[src/rtl/arb_req_pkg.sv]
// Shared types and defaults for the arbiter requester agent.
// The optional request timeout is enabled with the REQ_TIMEOUT_EN macro (see arb_requester).
package arb_req_pkg;

    localparam int unsigned ARB_AW      = 16;
    localparam int unsigned ARB_LW      = 4;
    localparam int unsigned ARB_DEPTH   = 4;
    localparam int unsigned ARB_MIN_GAP = 1;
    localparam int unsigned ARB_TIMEOUT = 255;

    typedef enum logic [1:0] {
        StIdle,
        StBusy,
        StGap
    } state_e;

    // Command as seen at the default widths.
    typedef struct packed {
        logic [ARB_AW-1:0] addr;
        logic [ARB_LW-1:0] len;
    } cmd_t;

    // Index width for a counter/pointer spanning n entries, never narrower than 1 bit.
    function automatic int unsigned idx_w(input int unsigned n);
        return (n > 1) ? $clog2(n) : 1;
    endfunction

endpackage

[src/rtl/arb_req_fifo.sv]
// Synchronous command FIFO: registered storage, extra-bit pointers for full/empty.
// Pop on empty and push on full are ignored.
module arb_req_fifo
    import arb_req_pkg::*;
#(
    parameter int unsigned W     = 20,
    parameter int unsigned DEPTH = 4
) (
    input  logic         i_clk,
    input  logic         i_rst,
    input  logic         i_push,
    input  logic [W-1:0] i_data,
    input  logic         i_pop,
    output logic [W-1:0] o_data,
    output logic         o_full,
    output logic         o_empty
);

    localparam int unsigned PW = idx_w(DEPTH);

    logic [W-1:0] r_mem [DEPTH];
    logic [PW:0]  r_wr;
    logic [PW:0]  r_rd;
    logic         w_do_push;
    logic         w_do_pop;

    assign o_empty   = (r_wr == r_rd);
    assign o_full    = (r_wr[PW] != r_rd[PW]) && (r_wr[PW-1:0] == r_rd[PW-1:0]);
    assign o_data    = r_mem[r_rd[PW-1:0]];
    assign w_do_push = i_push && !o_full;
    assign w_do_pop  = i_pop && !o_empty;

    // Pointer update; simultaneous push and pop leaves occupancy unchanged.
    always_ff @(posedge i_clk) begin
        if (i_rst) begin
            r_wr <= '0;
            r_rd <= '0;
        end else begin
            if (w_do_push) r_wr <= r_wr + 1'b1;
            if (w_do_pop)  r_rd <= r_rd + 1'b1;
        end
    end

    // Storage write; contents need no reset since the pointers gate visibility.
    always_ff @(posedge i_clk) begin
        if (w_do_push) r_mem[r_wr[PW-1:0]] <= i_data;
    end

endmodule

[src/rtl/arb_requester.sv]
// Client-side agent for a fixed-priority shared-bus arbiter: queues commands, requests the
// bus, issues one address beat per granted cycle and backs off for MIN_GAP cycles per burst.
// Optional feature: define REQ_TIMEOUT_EN to abort bursts left ungranted for TIMEOUT cycles.
module arb_requester
    import arb_req_pkg::*;
#(
    parameter int unsigned AW      = ARB_AW,
    parameter int unsigned LW      = ARB_LW,
    parameter int unsigned DEPTH   = ARB_DEPTH,
    parameter int unsigned MIN_GAP = ARB_MIN_GAP,
    parameter int unsigned TIMEOUT = ARB_TIMEOUT
) (
    input  logic          i_clk,
    input  logic          i_rst,
    input  logic          i_cmd_valid,
    output logic          o_cmd_ready,
    input  logic [AW-1:0] i_cmd_addr,
    input  logic [LW-1:0] i_cmd_len,
    output logic          o_req,
    input  logic          i_gnt,
    output logic          o_bus_valid,
    output logic [AW-1:0] o_bus_addr,
    output logic          o_bus_last,
    output logic          o_err_timeout
);

    localparam int unsigned CW       = AW + LW;
    localparam int unsigned GW       = idx_w(MIN_GAP);
    localparam int unsigned GAP_LAST = (MIN_GAP > 0) ? MIN_GAP - 1 : 0;

    typedef struct packed {
        logic [AW-1:0] addr;
        logic [LW-1:0] len;
    } cmd_s;

    state_e        r_state;
    state_e        w_state_d;
    logic [AW-1:0] r_addr;
    logic [LW-1:0] r_rem;
    logic [GW-1:0] r_gap;
    logic          r_bus_valid;
    logic [AW-1:0] r_bus_addr;
    logic          r_bus_last;

    cmd_s          w_push_cmd;
    cmd_s          w_head;
    logic [CW-1:0] w_head_bits;
    logic          w_push;
    logic          w_pop;
    logic          w_full;
    logic          w_empty;
    logic          w_fire;
    logic          w_last;
    logic          w_abort;
    logic          w_gap_done;

    // ---------------------------------------------------------------------------------------
    // Command queue
    // ---------------------------------------------------------------------------------------
    assign o_cmd_ready = !w_full;
    assign w_push      = i_cmd_valid && o_cmd_ready;
    assign w_push_cmd  = '{addr: i_cmd_addr, len: i_cmd_len};
    assign w_head      = cmd_s'(w_head_bits);

    arb_req_fifo #(
        .W     (CW),
        .DEPTH (DEPTH)
    ) u_fifo (
        .i_clk   (i_clk),
        .i_rst   (i_rst),
        .i_push  (w_push),
        .i_data  (w_push_cmd),
        .i_pop   (w_pop),
        .o_data  (w_head_bits),
        .o_full  (w_full),
        .o_empty (w_empty)
    );

    // ---------------------------------------------------------------------------------------
    // Burst control
    // ---------------------------------------------------------------------------------------
    assign o_req      = (r_state == StBusy);
    assign w_fire     = (r_state == StBusy) && i_gnt;
    assign w_last     = w_fire && (r_rem == '0);
    assign w_gap_done = (r_gap == GW'(GAP_LAST));

    // Next-state decode; the final gap cycle doubles as the pop cycle so req stays low for
    // exactly MIN_GAP cycles between queued bursts.
    always_comb begin
        w_state_d = r_state;
        w_pop     = 1'b0;
        unique case (r_state)
            StIdle: begin
                if (!w_empty) begin
                    w_pop     = 1'b1;
                    w_state_d = StBusy;
                end
            end
            StBusy: begin
                if (w_last || w_abort) begin
                    w_state_d = (MIN_GAP == 0) ? StIdle : StGap;
                end
            end
            StGap: begin
                if (w_gap_done) begin
                    if (!w_empty) begin
                        w_pop     = 1'b1;
                        w_state_d = StBusy;
                    end else begin
                        w_state_d = StIdle;
                    end
                end
            end
            default: w_state_d = StIdle;
        endcase
    end

    // State register.
    always_ff @(posedge i_clk) begin
        if (i_rst) r_state <= StIdle;
        else       r_state <= w_state_d;
    end

    // Work registers: load on pop, advance on every granted beat, hold otherwise.
    always_ff @(posedge i_clk) begin
        if (i_rst) begin
            r_addr <= '0;
            r_rem  <= '0;
        end else if (w_pop) begin
            r_addr <= w_head.addr;
            r_rem  <= w_head.len;
        end else if (w_fire) begin
            r_addr <= r_addr + 1'b1;
            r_rem  <= r_rem - 1'b1;
        end
    end

    // Gap counter runs only while in the gap state.
    always_ff @(posedge i_clk) begin
        if (i_rst) begin
            r_gap <= '0;
        end else if ((r_state == StGap) && !w_gap_done) begin
            r_gap <= r_gap + 1'b1;
        end else begin
            r_gap <= '0;
        end
    end

    // Beat output registers; address holds between beats, valid/last pulse per beat.
    always_ff @(posedge i_clk) begin
        if (i_rst) begin
            r_bus_valid <= 1'b0;
            r_bus_addr  <= '0;
            r_bus_last  <= 1'b0;
        end else begin
            r_bus_valid <= w_fire;
            r_bus_last  <= w_last;
            if (w_fire) r_bus_addr <= r_addr;
        end
    end

    assign o_bus_valid = r_bus_valid;
    assign o_bus_addr  = r_bus_addr;
    assign o_bus_last  = r_bus_last;

    // ---------------------------------------------------------------------------------------
    // Request timeout
    // ---------------------------------------------------------------------------------------
`ifdef REQ_TIMEOUT_EN
    localparam int unsigned TW = $clog2(TIMEOUT + 1);

    logic [TW-1:0] r_wait;
    logic          r_err;

    assign w_abort       = (r_state == StBusy) && !i_gnt && (r_wait == TW'(TIMEOUT - 1));
    assign o_err_timeout = r_err;

    // Count consecutive ungranted busy cycles; any grant or state exit restarts the count.
    always_ff @(posedge i_clk) begin
        if (i_rst || (r_state != StBusy) || i_gnt || w_abort) begin
            r_wait <= '0;
        end else begin
            r_wait <= r_wait + 1'b1;
        end
    end

    // Sticky abort flag.
    always_ff @(posedge i_clk) begin
        if (i_rst)        r_err <= 1'b0;
        else if (w_abort) r_err <= 1'b1;
    end
`else
    logic w_unused_timeout;

    assign w_abort          = 1'b0;
    assign o_err_timeout    = 1'b0;
    assign w_unused_timeout = ^TIMEOUT;
`endif

endmodule

[config.mk]
export PLATFORM = sky130hd
export DESIGN_NAME = arb_requester
export DESIGN_NICKNAME = d
export VERILOG_FILES = /design/src/rtl/arb_req_pkg.sv /design/src/rtl/arb_req_fifo.sv /design/src/rtl/arb_requester.sv
export SDC_FILE = /design/constraint.sdc
export NUM_CORES = 1
export LEC_CHECK = 0
export ABC_AREA = 1
export CAP_MARGIN = 20
export CORE_MARGIN = 2
export CORE_UTILIZATION = 52
export DETAILED_ROUTE_END_ITERATION = 10
export PLACE_DENSITY = 0.79
export SYNTH_ARGS = -nofsm -noshare
export SYNTH_HDL_FRONTEND = slang
export SYNTH_HIERARCHICAL = 1
export SYNTH_SLANG_ARGS = --single-unit
export TNS_END_PERCENT = 100
[constraint.sdc]
create_clock -name i_clk -period 2.3 [get_ports i_clk]
set_input_delay 0.46 -clock i_clk [delete_from_list [all_inputs] [get_ports i_clk]]
set_output_delay 0.46 -clock i_clk [all_outputs]
set_load 0.01 [all_outputs]
==> report_table.html <==
<table>
<tr><th>Metric</th><th>Value</th></tr>
<tr><th colspan="2">Outcome</th></tr>
<tr><td>Outcome</td><td>complete, no violations</td></tr>
<tr><th colspan="2">Setup path</th></tr>
<tr><td>Critical Path AT</td><td>1.70 ns</td></tr>
<tr><td>Kind of end point of the critical path</td><td>output pin</td></tr>
<tr><td>Worst Path Required</td><td>1.84 ns</td></tr>
<tr><td>Critical setup path kind</td><td>register to output pin</td></tr>
<tr><td>Critical path startpoint category</td><td>register</td></tr>
<tr><td>Critical-path maximum fanout</td><td>9</td></tr>
<tr><th colspan="2">Placement</th></tr>
<tr><td>Setup Slack @ Placement</td><td>0.190 ns</td></tr>
<tr><td>Cell Area, Placed</td><td>0.00613 mm²</td></tr>
<tr><td>Post-DP HPWL</td><td>7.63 mm</td></tr>
<tr><td>Count of input and output buffers</td><td>43</td></tr>
<tr><td>GPL Wtd Cong</td><td>0.878</td></tr>
<tr><th colspan="2">Timing</th></tr>
<tr><td>Clock Skew</td><td>0.0162 ns</td></tr>
<tr><td>Fmax</td><td>464 MHz</td></tr>
<tr><td>Final worst-path setup slack</td><td>0.143 ns</td></tr>
<tr><td>Setup repair after global routing missed its margin</td><td>no</td></tr>
<tr><td>Rel. slew slack</td><td>0.621</td></tr>
<tr><td>Least-Margin Pin Slew</td><td>0.568 ns</td></tr>
<tr><td>Hold violation total from the final report</td><td>0</td></tr>
<tr><td>Post-layout min period</td><td>2.16 ns</td></tr>
<tr><td>Setup TNS after final layout</td><td>0 ns</td></tr>
<tr><td>Fin. max-slew vios</td><td>0</td></tr>
<tr><td>Setup Viol. Count Final</td><td>0</td></tr>
<tr><td>Period utilization</td><td>0.938</td></tr>
<tr><th colspan="2">Die</th></tr>
<tr><td>Vertical extent of the die</td><td>roughly 110 µm</td></tr>
<tr><td>Effective utilization at floorplan</td><td>0.535</td></tr>
<tr><td>Area enclosed by the die boundary</td><td>approximately 0.011 mm²</td></tr>
<tr><td>Core region area</td><td>between 0.01 and 0.015 mm²</td></tr>
<tr><td>Rows</td><td>37</td></tr>
<tr><td>Die Width</td><td>107 µm</td></tr>
<tr><td>I/O pin cnt</td><td>45</td></tr>
<tr><th colspan="2">Clocking</th></tr>
<tr><td>Register clock-pin slew on the reported worst setup and hold paths</td><td>approximately 0.07 ns</td></tr>
<tr><td>Clock buffer count from CTS</td><td>17</td></tr>
<tr><td>Count of H-tree levels built during CTS</td><td>4</td></tr>
<tr><td>Clk sinks</td><td>129</td></tr>
<tr><td>Clock Latency Late Sink</td><td>0.53 ns</td></tr>
<tr><td>Post-CTS Setup Bufs</td><td>0</td></tr>
<tr><td>Clock tree buffer depth</td><td>2</td></tr>
<tr><td>Hold-fix buffer count after cts</td><td>0</td></tr>
<tr><td>Clock tree from TritonCTS</td><td>built</td></tr>
<tr><td>Resize count post-CTS</td><td>7</td></tr>
<tr><td>Clock root buffer</td><td>clkbuf_8</td></tr>
<tr><th colspan="2">Power and ir drop</th></tr>
<tr><td>Clock Power Share</td><td>0.314</td></tr>
<tr><td>Power spent charging and discharging nets</td><td>3060 µW</td></tr>
<tr><td>Power share of the combinational group</td><td>0.315</td></tr>
<tr><td>Switching Fraction</td><td>0.368</td></tr>
<tr><td>Fraction of power consumed by sequential logic</td><td>0.371</td></tr>
<tr><td>Internal power</td><td>5250 µW</td></tr>
<tr><td>Worst ir drop on vdd</td><td>around 0.86 mV</td></tr>
<tr><td>Power density relative to cell area</td><td>~1200 mW/mm²</td></tr>
<tr><td>Lkg Pwr</td><td>0.00253 µW</td></tr>
<tr><th colspan="2">Synth</th></tr>
<tr><td>Adder and majority gate portion of the synthesized area</td><td>0.0182</td></tr>
<tr><td>FFs w/ async S/R, synth</td><td>0</td></tr>
<tr><td>Fraction of synthesized cell area taken by the top area cell type</td><td>0.437</td></tr>
<tr><td>Most numerous cell types in the synthesized netlist</td><td>103 x nand2_1, 80 x edfxtp_1, 66 x nor2_1</td></tr>
<tr><td>Mean cell area of the mapped netlist</td><td>9.81 µm²</td></tr>
<tr><td>Share of cell area taken by muxes after synthesis</td><td>0</td></tr>
<tr><td>Fraction of the mapped netlist area in compound gates</td><td>0.128</td></tr>
<tr><td>Post-synthesis register bit count</td><td>129</td></tr>
<tr><td>Main combinational cell family by area after synthesis</td><td>simple AND/OR/NAND/NOR gates</td></tr>
<tr><td>Most instantiated library cell after synthesis</td><td>nand2_1</td></tr>
<tr><td>Post-synthesis simple-gate area fraction</td><td>0.172</td></tr>
<tr><td>Top_reg_cell synth</td><td>edfxtp_1</td></tr>
<tr><td>Top cell type by total area after synthesis</td><td>edfxtp_1</td></tr>
<tr><td>EDFF count, synth</td><td>80</td></tr>
<tr><td>Share of synthesized area occupied by flip-flops and latches</td><td>0.615</td></tr>
<tr><td>Yosys warning count</td><td>6</td></tr>
<tr><td>Leading post-synthesis cells by cell area</td><td>edfxtp_1 44%, dfxtp_1 18%, nand2_1 7.0%, o21ai_0 5.4%, nor2_1 4.5%</td></tr>
<tr><td>Gate Count Post-Synth</td><td>561</td></tr>
<tr><td>Xor/xnor cell area share of the yosys netlist</td><td>0.00318</td></tr>
<tr><td>Distinct cell type count after synthesis</td><td>35</td></tr>
<tr><td>Post-synthesis instance area</td><td>0.00550 mm²</td></tr>
<tr><th colspan="2">Drt</th></tr>
<tr><td>Post-DRT Antenna Nets</td><td>0</td></tr>
<tr><td>Detailed Route WL</td><td>roughly 12 mm</td></tr>
<tr><td>Post-route DRC</td><td>0</td></tr>
<tr><td>DRC violation total after the first TritonRoute iteration</td><td>279</td></tr>
<tr><td>1st-pass router iterations</td><td>5</td></tr>
<tr><td>Vias after detailed routing</td><td>4207</td></tr>
<tr><td>Via density per instance</td><td>around 5.5</td></tr>
<tr><td>Mean routed wirelength per cell</td><td>15.7 µm</td></tr>
<tr><th colspan="2">Global routing</th></tr>
<tr><td>Global routing usage summed across all routing layers</td><td>0.226</td></tr>
<tr><td>Congestion Overflow GR</td><td>0</td></tr>
<tr><td>Pin count of the biggest net entering global routing</td><td>27</td></tr>
<tr><td>Global-route wire length before repair</td><td>19.6 mm</td></tr>
<tr><td>Antenna violations before repair</td><td>0</td></tr>
<tr><td>Vias in the first global route</td><td>between 4000 and 5000</td></tr>
<tr><th colspan="2">Final layout</th></tr>
<tr><td>Fill cell total of the finished layout</td><td>800</td></tr>
<tr><td>Area delta synth-&gt;final</td><td>22.1%</td></tr>
<tr><td>Number of antenna repair diodes</td><td>0</td></tr>
<tr><td>Final #Nets</td><td>647</td></tr>
<tr><td>Fraction of final layout cells sized beyond drive strength 1</td><td>0.123</td></tr>
<tr><td>Area of all placed cells without fillers</td><td>0.00672 mm²</td></tr>
<tr><td>Core utilization of the finished layout</td><td>0.654</td></tr>
<tr><th colspan="2">Flow run</th></tr>
<tr><td>Max-capacitance violation count</td><td>0</td></tr>
<tr><th colspan="2">Worst hold path</th></tr>
<tr><td>Worst min path class</td><td>register to register</td></tr>
</table>
-- flip-flops by register name (all words and copies together), names as in the netlist, named ones only --
register	flops
r_addr	16
u_fifo/r_mem	80
u_fifo/r_rd	3
o_bus_valid	1
r_gap	1
r_rem	4
o_bus_addr	16
u_fifo/r_wr	3
o_bus_last	1
r_state	2
-- cells by family (layout without fill, tap and decap cells) --
group / Yosys count / in the layout
other: 1 / 2
flip-flops: 129 / 129
AO/OA/AOI/OAI: 128 / 128
XOR/XNOR: 2 / 2
adder cells (fa/ha/maj): 8 / 8
buffers and inverters: 77 / 143
AND/OR/NAND/NOR: 216 / 216
-- routing by layer --
| layer | vias to the layer above | routed length (µm) | track usage |
|---|---|---|---|
| met5 | - | 0 | 0 |
| met2 | 169 | 6060 | 0.389 |
| met1 | 1982 | 4850 | 0.267 |
| li1 | 2028 | - | - |
| met3 | 28 | 763 | 0.0547 |
| met4 | 0 | 318 | 0.104 |
-- final cells by class --
type                       count  area (µm²)  share of cell area
sequential                   129        3390               0.505
multi-input combinational    356        1780               0.265
timing repair buffer          60         607              0.0904
clock buffer                  17         414              0.0617
inverter                      51         191              0.0285
tap                          136         170              0.0253
clock inverter                15         165              0.0246
-- cells in the final DEF, fill, tap and decap left out, types with 3 or more instances in the layout --
cell and count:
nand2_1 103, inv_6 6, edfxtp_1 80, nand4_1 5, nand2_2 5, clkdlybuf4s50_1 42
nor2_1 66, o21ai_0 59, inv_8 4, nand3_1 24, a21oi_1 33, clkbuf_16 16
inv_1 46, a31oi_1 6, o211ai_1 3, buf_12 4, nor2_4 3, buf_4 13
o22ai_1 21, dfxtp_2 4, inv_2 5, ha_1 8, dfxtp_1 44
-- path summary, 6_finish.rpt --
kind         cells past startpoint                             to  slack (ns)                         from
max                              7                    o_cmd_ready        0.14  u_fifo/r_wr[0]$_SDFFE_PP0P_
min                              2     o_bus_addr[6]$_SDFFE_PP0P_        0.47   o_bus_addr[6]$_SDFFE_PP0P_
max reg2reg                      9  u_fifo/r_mem[2][14]$_DFFE_PP_        0.30  u_fifo/r_wr[1]$_SDFFE_PP0P_
min reg2reg                      2     o_bus_addr[6]$_SDFFE_PP0P_        0.47   o_bus_addr[6]$_SDFFE_PP0P_
-- power by group through the flow --
stage	registers, µW	logic [µW]	clock network [µW]
6_report	3080	2620	2610
5_1_grt	3120	2910	2730
4_1_cts	3070	2590	2640
3_5_place_dp	3120	2550	0
3_3_place_gp	3100	2470	0
2_1_floorplan	3080	1800	0
-- critical path, cell delays in order (launching register included) --
cell           delay [ns]
dfxtp_4              0.36
inv_1                0.10
nand2_1              0.07
nand2_2              0.11
nand3_4              0.12
inv_1                0.09
inv_1                0.04
dlygate4sd2_1        0.27
-- metrics by stage --
step | std cells | total power, µW | hold slack, ns
after floorplan | 562 | 4890 | 0.443
after global placement | 732 | 5570 | 0.454
after detailed placement | 732 | 5670 | 0.456
after CTS | 764 | 8300 | 0.466
after global routing | 764 | 8760 | 0.497
final | 764 | 8310 | 0.468
(Power assumes the default switching activity.)
